==> src/rtl/dec_pkg.sv <==
// Shared types and constants for the N-by-M sequencing decoder.
// Optional error-pulse logic in dec_nxm_seq is enabled by defining DEC_ERR_EN.
package dec_pkg;

  // Operating state, derived every cycle from en/mode.
  typedef enum logic [1:0] {
    IDLE   = 2'd0,
    DIRECT = 2'd1,
    SCAN   = 2'd2
  } dec_state_e;

  localparam logic MODE_DIRECT = 1'b0;
  localparam logic MODE_SCAN   = 1'b1;

  // Disabled block is always IDLE; otherwise mode picks the behaviour.
  function automatic dec_state_e dec_state_of(input logic en, input logic mode);
    if (!en)                return IDLE;
    else if (mode == MODE_DIRECT) return DIRECT;
    else                    return SCAN;
  endfunction

endpackage

==> src/rtl/dec_onehot.sv <==
// Combinational SEL_W -> NOUT one-hot decoder; an index at or beyond NOUT
// decodes to all zeros since no output line matches it.
module dec_onehot #(
  parameter int SEL_W = 3,
  parameter int NOUT  = 8
) (
  input  logic [SEL_W-1:0] sel_i,
  output logic [NOUT-1:0]  oh_o
);

  genvar g;
  generate
    for (g = 0; g < NOUT; g++) begin : g_line
      assign oh_o[g] = (sel_i == SEL_W'(g));
    end
  endgenerate

endmodule

==> src/rtl/dec_nxm_seq.sv <==
// Registered line decoder with direct-load and auto-scan modes.
// Define DEC_ERR_EN to add the err port, a one-cycle pulse after any
// enabled load whose index is out of range.
module dec_nxm_seq
  import dec_pkg::*;
#(
  parameter int SEL_W = 3,
  parameter int NOUT  = 8,
  parameter int DWELL = 4
) (
  input  logic             clk,
  input  logic             rst,
  input  logic             en,
  input  logic             mode,
  input  logic             load,
  input  logic [SEL_W-1:0] bin,
  output logic [NOUT-1:0]  d,
  output logic [SEL_W-1:0] idx,
  output logic             wrap
`ifdef DEC_ERR_EN
  ,
  output logic             err
`endif
);

  localparam int                CNT_W    = (DWELL > 1) ? $clog2(DWELL) : 1;
  localparam logic [CNT_W-1:0]  CNT_LAST = CNT_W'(DWELL - 1);
  localparam logic [SEL_W-1:0]  IDX_LAST = SEL_W'(NOUT - 1);
  localparam logic [SEL_W:0]    NOUT_X   = (SEL_W + 1)'(NOUT);

  dec_state_e        state_q, state_d;
  logic [SEL_W-1:0]  idx_q, idx_d;
  logic [CNT_W-1:0]  cnt_q, cnt_d;
  logic [NOUT-1:0]   d_q, d_d;
  logic              wrap_q, wrap_d;
  logic [NOUT-1:0]   oh;
  logic              bin_ok, ld_ok;
  logic              d_clr, d_dec;

  // Extra MSB keeps the range check correct when NOUT == 2**SEL_W.
  assign bin_ok = ({1'b0, bin} < NOUT_X);
  assign ld_ok  = load & bin_ok;

  // The output pattern always follows the next index, so one decoder serves
  // loads, scan steps and scan entry alike.
  dec_onehot #(.SEL_W(SEL_W), .NOUT(NOUT)) u_onehot (
    .sel_i (idx_d),
    .oh_o  (oh)
  );

  // State register; state_q remembers whether we were already scanning.
  always_ff @(posedge clk or posedge rst) begin
    if (rst) state_q <= IDLE;
    else     state_q <= state_d;
  end

  // Next state is a pure function of the current en/mode.
  always_comb begin
    state_d = IDLE;
    state_d = dec_state_of(en, mode);
  end

  // Index, dwell counter and wrap next-state per operating state.
  always_comb begin
    idx_d  = idx_q;
    cnt_d  = '0;
    wrap_d = 1'b0;
    d_clr  = 1'b0;
    d_dec  = 1'b0;
    case (state_d)
      DIRECT: begin
        if (load) begin
          if (bin_ok) begin
            idx_d = bin;
            d_dec = 1'b1;
          end else begin
            d_clr = 1'b1;
          end
        end
      end
      SCAN: begin
        d_dec = 1'b1;
        if (ld_ok) begin
          // A valid load beats dwell expiry and restarts the dwell.
          idx_d = bin;
        end else if (state_q == SCAN) begin
          if (cnt_q == CNT_LAST) begin
            if (idx_q == IDX_LAST) begin
              idx_d  = '0;
              wrap_d = 1'b1;
            end else begin
              idx_d = idx_q + SEL_W'(1);
            end
          end else begin
            cnt_d = cnt_q + CNT_W'(1);
          end
        end
        // First scan cycle: show the held index with a fresh dwell.
      end
      default: d_clr = 1'b1;
    endcase
  end

  // Output pattern select: clear, decode the next index, or hold.
  always_comb begin
    d_d = d_q;
    if (d_clr)      d_d = '0;
    else if (d_dec) d_d = oh;
  end

  // Datapath registers.
  always_ff @(posedge clk or posedge rst) begin
    if (rst) begin
      idx_q  <= '0;
      cnt_q  <= '0;
      d_q    <= '0;
      wrap_q <= 1'b0;
    end else begin
      idx_q  <= idx_d;
      cnt_q  <= cnt_d;
      d_q    <= d_d;
      wrap_q <= wrap_d;
    end
  end

  assign d    = d_q;
  assign idx  = idx_q;
  assign wrap = wrap_q;

`ifdef DEC_ERR_EN
  logic err_q;

  // Flag any enabled load that names a nonexistent line, in either mode.
  always_ff @(posedge clk or posedge rst) begin
    if (rst) err_q <= 1'b0;
    else     err_q <= en & load & ~bin_ok;
  end

  assign err = err_q;
`endif

endmodule

==> config.mk <==
export PLATFORM = sky130hd
export DESIGN_NAME = dec_nxm_seq
export DESIGN_NICKNAME = d
export VERILOG_FILES = /design/src/rtl/dec_pkg.sv /design/src/rtl/dec_onehot.sv /design/src/rtl/dec_nxm_seq.sv
export SDC_FILE = /design/constraint.sdc
export NUM_CORES = 1
export LEC_CHECK = 0
export CAP_MARGIN = 10
export CORE_UTILIZATION = 51
export DETAILED_ROUTE_END_ITERATION = 10
export PLACE_DENSITY = 0.84
export SETUP_SLACK_MARGIN = 0.3
export SLEW_MARGIN = 25
export SYNTH_ARGS = -nofsm -noshare
export SYNTH_HDL_FRONTEND = slang
export SYNTH_HIERARCHICAL = 1
export SYNTH_SLANG_ARGS = --single-unit
==> constraint.sdc <==
create_clock -name clk -period 4.1 [get_ports clk]
set_input_delay 0.82 -clock clk [delete_from_list [all_inputs] [get_ports clk]]
set_output_delay 0.82 -clock clk [all_outputs]
set_load 0.01 [all_outputs]
==> impl_metrics.env <==
export IMPL_worstHoldStart="cnt_q[0]$_DFF_PP0_"
export IMPL_rrSetupSlack_ns=1.78
export IMPL_vias=646
export IMPL_final_util=0.694
export IMPL_crit_buf_inv=1
export IMPL_critPathLaunchType="primary input"
export IMPL_synth_edf_count=0
export IMPL_synth_distinct_cells=25
export IMPL_post_cts_setup_buffers=0
export IMPL_cpLargestDelayFamily="compound AO/OA/AOI/OAI gates"
export IMPL_fin_worst_skew_ns=0.00261
export IMPL_cts_sinks=16
export IMPL_drive_gt1_frac=0.131
export IMPL_path_class="primary input to flip-flop"
export IMPL_synth_warning_count=6
export IMPL_antenna_found_initial=0
export IMPL_report_power_total_uw=331
export IMPL_cp_arrival_ns=3.12
export IMPL_leakage_nw=0.494
export IMPL_ff2ff_path_depth=7
export IMPL_overflow=0
export IMPL_cap_violations=0
export IMPL_holdWs_ns=0.451
export IMPL_ys_seq_area_frac=0.484
export IMPL_area_growth_pct=26.3
export IMPL_ff_latch_area_sq_um=400
export IMPL_irDropWorstVdd_mv=0.163
export IMPL_grt_use_total=0.202
export IMPL_core_area_sq_um=1510
export IMPL_ys_top_cells_by_count="nand2_1 (18), dfrtp_1 (16), a21boi_0 (8), nor2_1 (4)"
export IMPL_cts_max_level=1
export IMPL_avgSynthCellArea_sq_um=10.5
export IMPL_root_buffer="clkbuf_4"
export IMPL_yosysTopAreaCellShare=0.484
export IMPL_grt_pass1_wl_um=2670
export IMPL_die_height_um=42.3
export IMPL_tightest_slew_ns=0.849
export IMPL_holdBufCountCts=0
export IMPL_cts_buffer_depth=2
export IMPL_slowest_delay_ns=0.69
export IMPL_firstDrtPassIters=4
export IMPL_crit_fanout=10
export IMPL_rsz0062_at_grt="no"
export IMPL_min_to="cnt_q[0]$_DFF_PP0_"
export IMPL_drt_wl_total_um=1560
export IMPL_multi_input_area_sq_um=404
export IMPL_worstSetupEndpointType="flip-flop"
export IMPL_syn_inst=79
export IMPL_cts_tree="built"
export IMPL_cp_required_ns=4.30
export IMPL_synth_main_ff_cell="dfrtp_1"
export IMPL_final_nets=112
export IMPL_synth_top_cells_by_area="dfrtp_1 (48%), nand2_1 (8.2%), a21boi_0 (7.3%)"
export IMPL_finalSetupTns_ns=0
export IMPL_cts_resized_gates=0
export IMPL_p_seq_frac=0.529
export IMPL_hold_path_class="flip-flop to flip-flop"
export IMPL_antenna_left=0
export IMPL_timing_rr_end="d[7]$_DFFE_PP0P_"
export IMPL_combPwrFrac=0.232
export IMPL_nFillCells=125
export IMPL_slew_violations=0
export IMPL_grt_pass1_vias=631
export IMPL_setup_viol=0
export IMPL_switching_share=0.272
export IMPL_dp_hpwl_um=1130
export IMPL_antenna_cells=0
export IMPL_outcome="completed"
export IMPL_die_area_sq_um=1790
export IMPL_first_iter_violations=10
export IMPL_synth_async_reset_ratio=1.00
export IMPL_min_path_cells=1
export IMPL_max_slew_margin_rel=0.431
export IMPL_finalHoldViolCount=0
export IMPL_p_sw_uw=89.8
export IMPL_period_minus_slack_ns=2.92
export IMPL_io_pins=20
export IMPL_p_clk_frac=0.239
export IMPL_yosysTopAreaCell="dfrtp_1"
export IMPL_internal_power_uw=241
export IMPL_insertion_delay_ns=0.28
export IMPL_reg2reg_from="idx[0]$_DFF_PP0_"
export IMPL_drc=0
export IMPL_synth_nets=90
export IMPL_grt_max_degree=17
export IMPL_vias_per_cell=5.62
export IMPL_synth_seq_cells=16
export IMPL_wire_per_inst_um=13.6
export IMPL_synthMostInstantiatedCell="nand2_1"
export IMPL_synthesis_area_sq_um=827
export IMPL_powerDensity_nw_per_um2=317
export IMPL_cts_clk_slew_worst_paths_ns=0.08
export IMPL_max_clock_freq_mhz=342
export IMPL_cts_buffers=3
export IMPL_port_buffer_count=19
export IMPL_crit_path_cell_trace="clkdlybuf4s50_1, or2_1, a21oi_1, a211oi_1, and3_2, nand2_1, a21boi_0"
export IMPL_critPathSlowestCell="a211oi_1"
export IMPL_initial_utilization=0.549
export IMPL_die_x_um=42.3
export IMPL_place_gp_congestion=0.778
export IMPL_num_rows=14
export IMPL_period_share=0.713
==> power by group through the flow <==
stage	combinational [mW]	sequential (mW)	clock, mW
2_1_floorplan	0.0393	0.181	0
3_3_place_gp	0.0741	0.178	0
3_5_place_dp	0.0769	0.178	0
4_1_cts	0.0771	0.175	0.0830
5_1_grt	0.0843	0.176	0.0902
6_report	0.0768	0.175	0.0791
==> worst reg2reg max path: stages, from the launching register on <==
cell and delay [ns]:
dfrtp_1 0.43, ha_1 0.22, ha_1 0.27, mux2i_1 0.07
a211oi_1 0.70, and3_2 0.33, nand2_1 0.05, a21boi_0 0.18
==> final cells by class <==
type | count | area share
sequential | 16 | 0.383
inverter | 2 | 0.00719
tap | 16 | 0.0192
timing repair buffer | 19 | 0.182
multi-input combinational | 59 | 0.387
clock buffer | 3 | 0.0216
==> registers in the layout, summed over array words and instances (netlist names) <==
signal,cells
d,8
state_q,2
wrap,1
cnt_q,2
idx,3
==> per-stage QoR <==
stage	std cells	setup WS, ns	cell area, sq um
floorplan	79	1.98	827
global route	115	0.932	1040
global placement	112	1.04	1020
finish	115	1.18	1040
CTS	115	1.19	1040
detailed placement	112	0.905	1020
==> logic make-up after synthesis <==
group,Yosys count,synth area share
simple gates,39,0.284
flops,16,0.484
compound gates,14,0.123
buf+inv,4,0.0272
mux,3,0.0363
fa+ha+maj,3,0.0454
==> worst max-delay path by stage <==
stage,startpoint,endpoint,slack [ns],cells past startpoint
finish,load,d[7]$_DFFE_PP0P_,1.18,7
global route,load,d[7]$_DFFE_PP0P_,0.93,7
CTS,load,d[7]$_DFFE_PP0P_,1.19,7
floorplan,en,d[7]$_DFFE_PP0P_,1.98,6
global placement,load,d[7]$_DFFE_PP0P_,1.04,7
detailed placement,load,d[7]$_DFFE_PP0P_,0.91,7
==> layout by cell type, fill, tap and decap left out <==
master / count
a211oi_1: 2
a21boi_0: 8
a21oi_1: 2
and2_2: 1
and3_2: 2
and3b_2: 3
clkbuf_4: 3
clkdlybuf4s50_1: 19
dfrtp_1: 16
ha_1: 3
inv_1: 2
mux2i_1: 3
nand2_1: 18
nand2_2: 1
nand3b_4: 1
nor2_1: 4
nor2b_1: 1
nor3_1: 1
nor3b_1: 3
nor3b_2: 1
nor4_1: 1
nor4b_2: 1
o21a_1: 1
o31a_1: 1
or2_1: 1
==> layer usage <==
layer,up-vias,routed length (um),track usage
met5,-,0,0
met4,0,27,0.125
met3,4,74,0.0431
met2,16,796,0.338
met1,313,662,0.234
li1,313,-,-
Power figures use the tool's default switching activity.
